==> config.mk <==
export PLATFORM = sky130hd
export DESIGN_NAME = regfile_dump
export DESIGN_NICKNAME = d
export VERILOG_FILES = /design/src/rtl/regfile_dump_pkg.sv /design/src/rtl/regfile_dump.sv
export SDC_FILE = /design/constraint.sdc
export NUM_CORES = 1
export LEC_CHECK = 0
export BUFFER_PORTS_ARGS = -buffer_cell sky130_fd_sc_hd__buf_2
export CORE_MARGIN = 2
export CORE_UTILIZATION = 45
export DETAILED_ROUTE_END_ITERATION = 6
export PLACE_DENSITY = 0.87
export SETUP_SLACK_MARGIN = 0.05
export SKIP_LAST_GASP = 1
export SLEW_MARGIN = 20
export SYNTH_ARGS = -nofsm -noshare
export SYNTH_HDL_FRONTEND = slang
export SYNTH_SLANG_ARGS = --single-unit
==> constraint.sdc <==
create_clock -name Clk -period 1.3 [get_ports Clk]
set_input_delay 0.13 -clock Clk [delete_from_list [all_inputs] [get_ports Clk]]
set_output_delay 0.13 -clock Clk [all_outputs]
set_load 0.03 [all_outputs]
==> src/rtl/regfile_dump_pkg.sv <==
// regfile_dump_pkg: shared constants and FSM state type for the register-file dump engine.
package regfile_dump_pkg;
    localparam int RF_WIDTH      = 32;
    localparam int RF_ADDR_WIDTH = 5;
    typedef enum logic [2:0] {IDLE, LOAD, SEND_EVEN, SEND_ODD, DONE} dump_state_t;
endpackage

==> src/rtl/regfile_dump.sv <==
// regfile_dump: sweeps the register file two words per access and streams address/data over valid/ready.
module regfile_dump
    import regfile_dump_pkg::*;
#(
    parameter int WIDTH      = RF_WIDTH,
    parameter int ADDR_WIDTH = RF_ADDR_WIDTH
) (
    input  logic                  Clk,
    input  logic                  Reset_n,
    input  logic                  Start,
    output logic [ADDR_WIDTH-1:0] ReadRegister1,
    output logic [ADDR_WIDTH-1:0] ReadRegister2,
    input  logic [WIDTH-1:0]      ReadData1,
    input  logic [WIDTH-1:0]      ReadData2,
    output logic [WIDTH-1:0]      OutData,
    output logic [ADDR_WIDTH-1:0] OutAddr,
    output logic                  OutValid,
    input  logic                  OutReady,
    output logic                  Busy,
    output logic                  Done
);
    localparam logic [ADDR_WIDTH-2:0] LAST_PAIR = '1;
    dump_state_t           r_state, w_next;
    logic [ADDR_WIDTH-2:0] r_k;
    logic [WIDTH-1:0]      r_buf0, r_buf1;
    logic                  w_last;
    assign w_last = r_k == LAST_PAIR;
    always_ff @(posedge Clk or negedge Reset_n) begin
        if (!Reset_n) begin
            r_state <= IDLE;
            r_k     <= '0;
            r_buf0  <= '0;
            r_buf1  <= '0;
        end else begin
            r_state <= w_next;
            if (r_state == LOAD) begin
                r_buf0 <= ReadData1;
                r_buf1 <= ReadData2;
            end
            // k saturates on the last pair and is cleared on the way back to IDLE
            if (r_state == SEND_ODD && OutReady && !w_last)
                r_k <= r_k + 1'b1;
            else if (r_state == DONE)
                r_k <= '0;
        end
    end
    always_comb begin
        w_next = r_state;
        case (r_state)
            IDLE:      w_next = Start ? LOAD : IDLE;
            LOAD:      w_next = SEND_EVEN;
            SEND_EVEN: w_next = OutReady ? SEND_ODD : SEND_EVEN;
            SEND_ODD:  w_next = !OutReady ? SEND_ODD : (w_last ? DONE : LOAD);
            DONE:      w_next = IDLE;
            default:   w_next = IDLE;
        endcase
    end
    assign ReadRegister1 = {r_k, 1'b0};
    assign ReadRegister2 = {r_k, 1'b1};
    assign OutValid      = r_state == SEND_EVEN || r_state == SEND_ODD;
    assign OutData       = (r_state == SEND_ODD) ? r_buf1 : r_buf0;
    assign OutAddr       = {r_k, r_state == SEND_ODD};
    assign Busy          = r_state != IDLE;
    assign Done          = r_state == DONE;
endmodule

# == After elaboration in Yosys (flattened, before gate mapping) ==
# Index checks and enable logic that the tools add are counted.
# classes
addsub,1
eq_ne,5
muxes,8
n_reduce_logical,7
# op_table
op,n
2-to-1 mux 32 bit,1
case mux 3 bit (4 select lines),1
2-to-1 mux 4 bit,2
"equality test 3 x 2 -> 1 bit, second input constant",2
2-to-1 mux 3 bit,2
"adder 4 x 1 -> 4 bit, second input constant",1
"equality test 4 bit, second input constant",1
"equality test 3 x 1 -> 1 bit, second input constant",1
"equality test 3 bit, second input constant",1
logical NOT 3 bit,1
nonzero test 3 bit,1
logical AND 1 bit,2
2-to-1 mux 1 bit,2
nonzero test 2 bit,1
logical NOT 1 bit,1
logical OR 1 bit,1
# totals
regBits,71
input_bits,68

# == Logic depth before layout (Yosys ltp) ==
# depth
word_depth,4
ltp_mapped,5

# == Least setup slack after synthesis ==
# No wires, ideal clock.
# synth_timing
kind,reg-to-reg
from,register r_k[0]
to,register r_k[3]
setup_time_ps,126
arrival_ps,1413
required_time_ps,1174
path_slack_ps,-239
stages_incl_launch_ff,5
path_buffers,0
synth_period_minus_slack_ps,1539
path_cell_list,dfrtp_1 > ha_1 > a21oi_1 > o211a_1 > a311o_1
# synth_via
elab_chain_len,4
# synth_rtl
item,line_no,rtl
start: declaration,regfile_dump.sv:24,logic [ADDR_WIDTH-2:0] r_k;
start signal: assignment,regfile_dump.sv:42,r_k <= r_k + 1'b1;
branches (longest 4 deep; another with adder 4 x 1 -> 4 bit),-,
# Several ways; the timed one is not identified.
# A chain may end at the register's enable or synchronous reset.

# == Worst setup path after layout ==
# layout_timing
from,register r_state[2]
to,output port OutData[16]
# layout_via
elab_chain_len,2
# layout_rtl
item,line_no,rtl
start: declaration,regfile_dump.sv:23,"dump_state_t r_state, w_next;"
start signal: assignment,regfile_dump.sv:35,r_state <= w_next;
equality test 3 x 2 -> 1 bit,regfile_dump.sv:61,assign OutData = (r_state == SEND_ODD) ? r_buf1 : r_buf0;
2-to-1 mux 32 bit,regfile_dump.sv:61,
end: declaration,regfile_dump.sv:15,"output logic [WIDTH-1:0] OutData,"
# Every way passes these cells.

==> results_dict.tcl <==
set metrics [dict create \
    layout_min_cycle_time_ns 1.78 \
    synth_edf_count 0 \
    worstPathArrival_ns 1.65 \
    synthTopCellsByCount "94 x mux2_2, 71 x dfrtp_1, 11 x buf_4" \
    coreArea_mm2 0.00718 \
    cp_top_family "flip-flops" \
    drtIter0Drc 123 \
    cp-end-kind "primary output" \
    nets 449 \
    hold_start "ReadData1[23]" \
    cap_violations 0 \
    cts-buffers-inserted 9 \
    drc 0 \
    yosys.cell_count.top_type "mux2_2" \
    internal_power_uw 10100 \
    synthArstFlopShare_pct 100 \
    worstPathRequired_ns 1.17 \
    dp_cells 431 \
    yosysTopAreaCell "dfrtp_1" \
    cts-root-buf "clkbuf_8" \
    pin_count 118 \
    clk_latency_ns 0.33 \
    reg2reg_from "r_state[0]" \
    vias_per_cell 5.10 \
    timing.rr.end "r_k[3]" \
    rows 31 \
    clk_pin_slew_ns 0.08 \
    grt-ovfl-total 0 \
    drive_gt1_share_pct 72.7 \
    synth_top_area_share_pct 54.0 \
    track_usage_pct 19.7 \
    setup_ws_ns -0.477 \
    hold_path.class "input pin to register" \
    antenna_left 0 \
    routedWlPerCell_um 18.9 \
    clock_skew_ns 0.00801 \
    grt_pass1_vias 2438 \
    status "finished, violations left" \
    initial_core_util_pct 45.9 \
    drv_slew 0 \
    dp_hpwl_um 4560 \
    violations "negative setup slack" \
    area_delta_synth_final_pct 56.1 \
    finalSetupViolations 105 \
    synth_nets 295 \
    hold_viol_final 0 \
    p_switching_uw 6500 \
    hold_end "r_buf0[23]" \
    finalInstanceArea_mm2 0.00514 \
    first_pass_iters 4 \
    p_sw_share_pct 39.2 \
    wl_um 9150 \
    gp_congestion 0.736 \
    pwr-share-comb_pct 61.9 \
    synthTopCellsByArea "dfrtp_1 54%, mux2_2 32%, buf_4 2.5%" \
    critPathKind "register to primary output" \
    cts-htree-levels 3 \
    synth.avg_cell_area_um2 14.6 \
    synth_warnings 0 \
    worstHoldPathCells 2 \
    die_h_um 89.5 \
    fin_crit_sh_pct 137 \
    max_stage_delay_ns 0.40 \
    vias 2467 \
    synth_cells 226 \
    netlist_area_mm2 0.00329 \
    clock_sinks 71 \
    clock_path_buffers 2 \
    diodes 0 \
    synth.distinct_cells 31 \
    antenna_found_initial 0 \
    timing.fmax_mhz 563 \
    cts_tree "built" \
    ys_seq_area_share_pct 54.0 \
    p_per_area_mw_per_mm2 3220 \
    dieWidth_um 89.5 \
    grt_pass1_wl_um 11700 \
    peakVddDrop_mv 1.70 \
    path_buf_inv 2 \
    synth_flop_cell "dfrtp_1" \
    worstPathMaxFanout 15 \
    p_leak_uw 0.00260 \
    clkPwrFrac_pct 13.0 \
    ys_ff_latch 71 \
    rsz0062_at_grt "yes" \
    path_cells "nand3b_4 > buf_12 > mux2_4 > buf_2" \
    placed_cell_area_mm2 0.00410 \
    grt_max_degree 72 \
    worstRegToRegCells 5 \
    crit_slowest_cell "dfrtp_1" \
    tns_ns -37.98 \
    stdcell_count 484 \
    die-area_mm2 0.00801 \
    rrSetupSlack_ns -0.40 \
    p_seq_share_pct 25.1 \
    portBuffers 115 \
    start_kind "register" \
]
per-layer routing:
metal | global-route usage, % | vias to the layer above | routed length (um)
met1 | 24.8 | 1239 | 3650
met2 | 31.6 | 105 | 4790
met4 | 6.78 | 0 | 191
met5 | 0 | - | 0
met3 | 6.93 | 23 | 509
li1 | - | 1100 | -
cell type report:
class | instances | area [um^2]
Sequential cell | 71 | 1780
Clock inverter | 7 | 121
Timing Repair Buffer | 165 | 1260
Tap cell | 99 | 124
Clock buffer | 9 | 124
Multi-Input combinational cell | 129 | 1710
Fill cell | 460 | 2040
Inverter | 4 | 15.0
worst max path at each step:
stage / startpoint / endpoint / slack [ns] / depth (start not counted)
4_1_cts: r_state[0] / OutData[1] / -0.48 / 4
2_1_floorplan: r_state[0] / r_buf0[0] / -0.06 / 5
6_report: r_state[2] / OutData[16] / -0.48 / 4
3_5_place_dp: r_state[1] / r_buf0[17] / -0.24 / 3
5_1_grt: r_state[2] / OutData[30] / -0.55 / 4
3_3_place_gp: r_state[1] / r_buf1[21] / -0.18 / 3
power by group through the flow:
| stage | clock network, uW | logic [uW] | registers, uW |
|---|---|---|---|
| final | 2150 | 10300 | 4160 |
| after CTS | 2180 | 9500 | 4020 |
| after global routing | 2320 | 10700 | 4270 |
| after floorplan | 0 | 6320 | 4000 |
| after detailed placement | 0 | 7860 | 4060 |
| after global placement | 0 | 7670 | 3960 |
flip-flops by register name, indices dropped and copies added, names as in the netlist:
signal	cells
r_buf1	32
r_k	4
r_state	3
r_buf0	32
layout by cell type, fill, tap and decap left out, types with 2 or more instances in the layout:
cell type / synthesis / layout
buf_2: 4 / 102
mux2_4: 0 / 91
dfrtp_1: 71 / 66
buf_4: 11 / 20
buf_6: 7 / 17
dlygate4sd3_1: 0 / 11
clkbuf_8: 0 / 9
buf_12: 0 / 8
mux2_2: 94 / 5
dfrtp_2: 0 / 5
buf_8: 0 / 4
inv_1: 4 / 3
nor2_1: 3 / 3
bufinv_16: 0 / 3
clkinv_4: 0 / 3
clkbuf_16: 0 / 3
a31oi_1: 2 / 2
a21oi_1: 2 / 2
nand2_1: 3 / 2
nand3_1: 2 / 2
mux2i_1: 2 / 2
conb_1: 2 / 2
stage by stage:
step / power [uW] / hold WS (ns) / utilization, % / worst slack [ns]
4_1_cts: 15700 / 0.00115 / 68.5 / -0.479
2_1_floorplan: 10300 / -0.166 / - / -0.0644
3_5_place_dp: 11900 / 0.188 / 57.1 / -0.238
3_3_place_gp: 11600 / 0.181 / 57.1 / -0.181
5_1_grt: 17300 / -0.00795 / 71.6 / -0.549
6_report: 16600 / 0.0276 / 71.6 / -0.477
kinds of logic (layout without fill, tap and decap cells):
group	count (synthesis)	in the layout	share of synthesized area (%)
flops	71	71	54.0
mux	98	98	33.5
fa+ha+maj	1	1	0.380
compound gates	10	10	2.17
buf+inv	26	185	5.97
other cells	2	2	0.228
simple gates	18	18	3.80
timing repair:
action / CTS / global route
gates cloned: 7 / 3
endpoints found under the hold margin: 75 / 6
setup buffers: 17 / 9
resized for setup: 57 / 67
endpoints found under the setup margin: 108 / 117
pin swaps: 3 / 2
hold buffers: 5 / 6
Power figures use the tool's default switching activity.
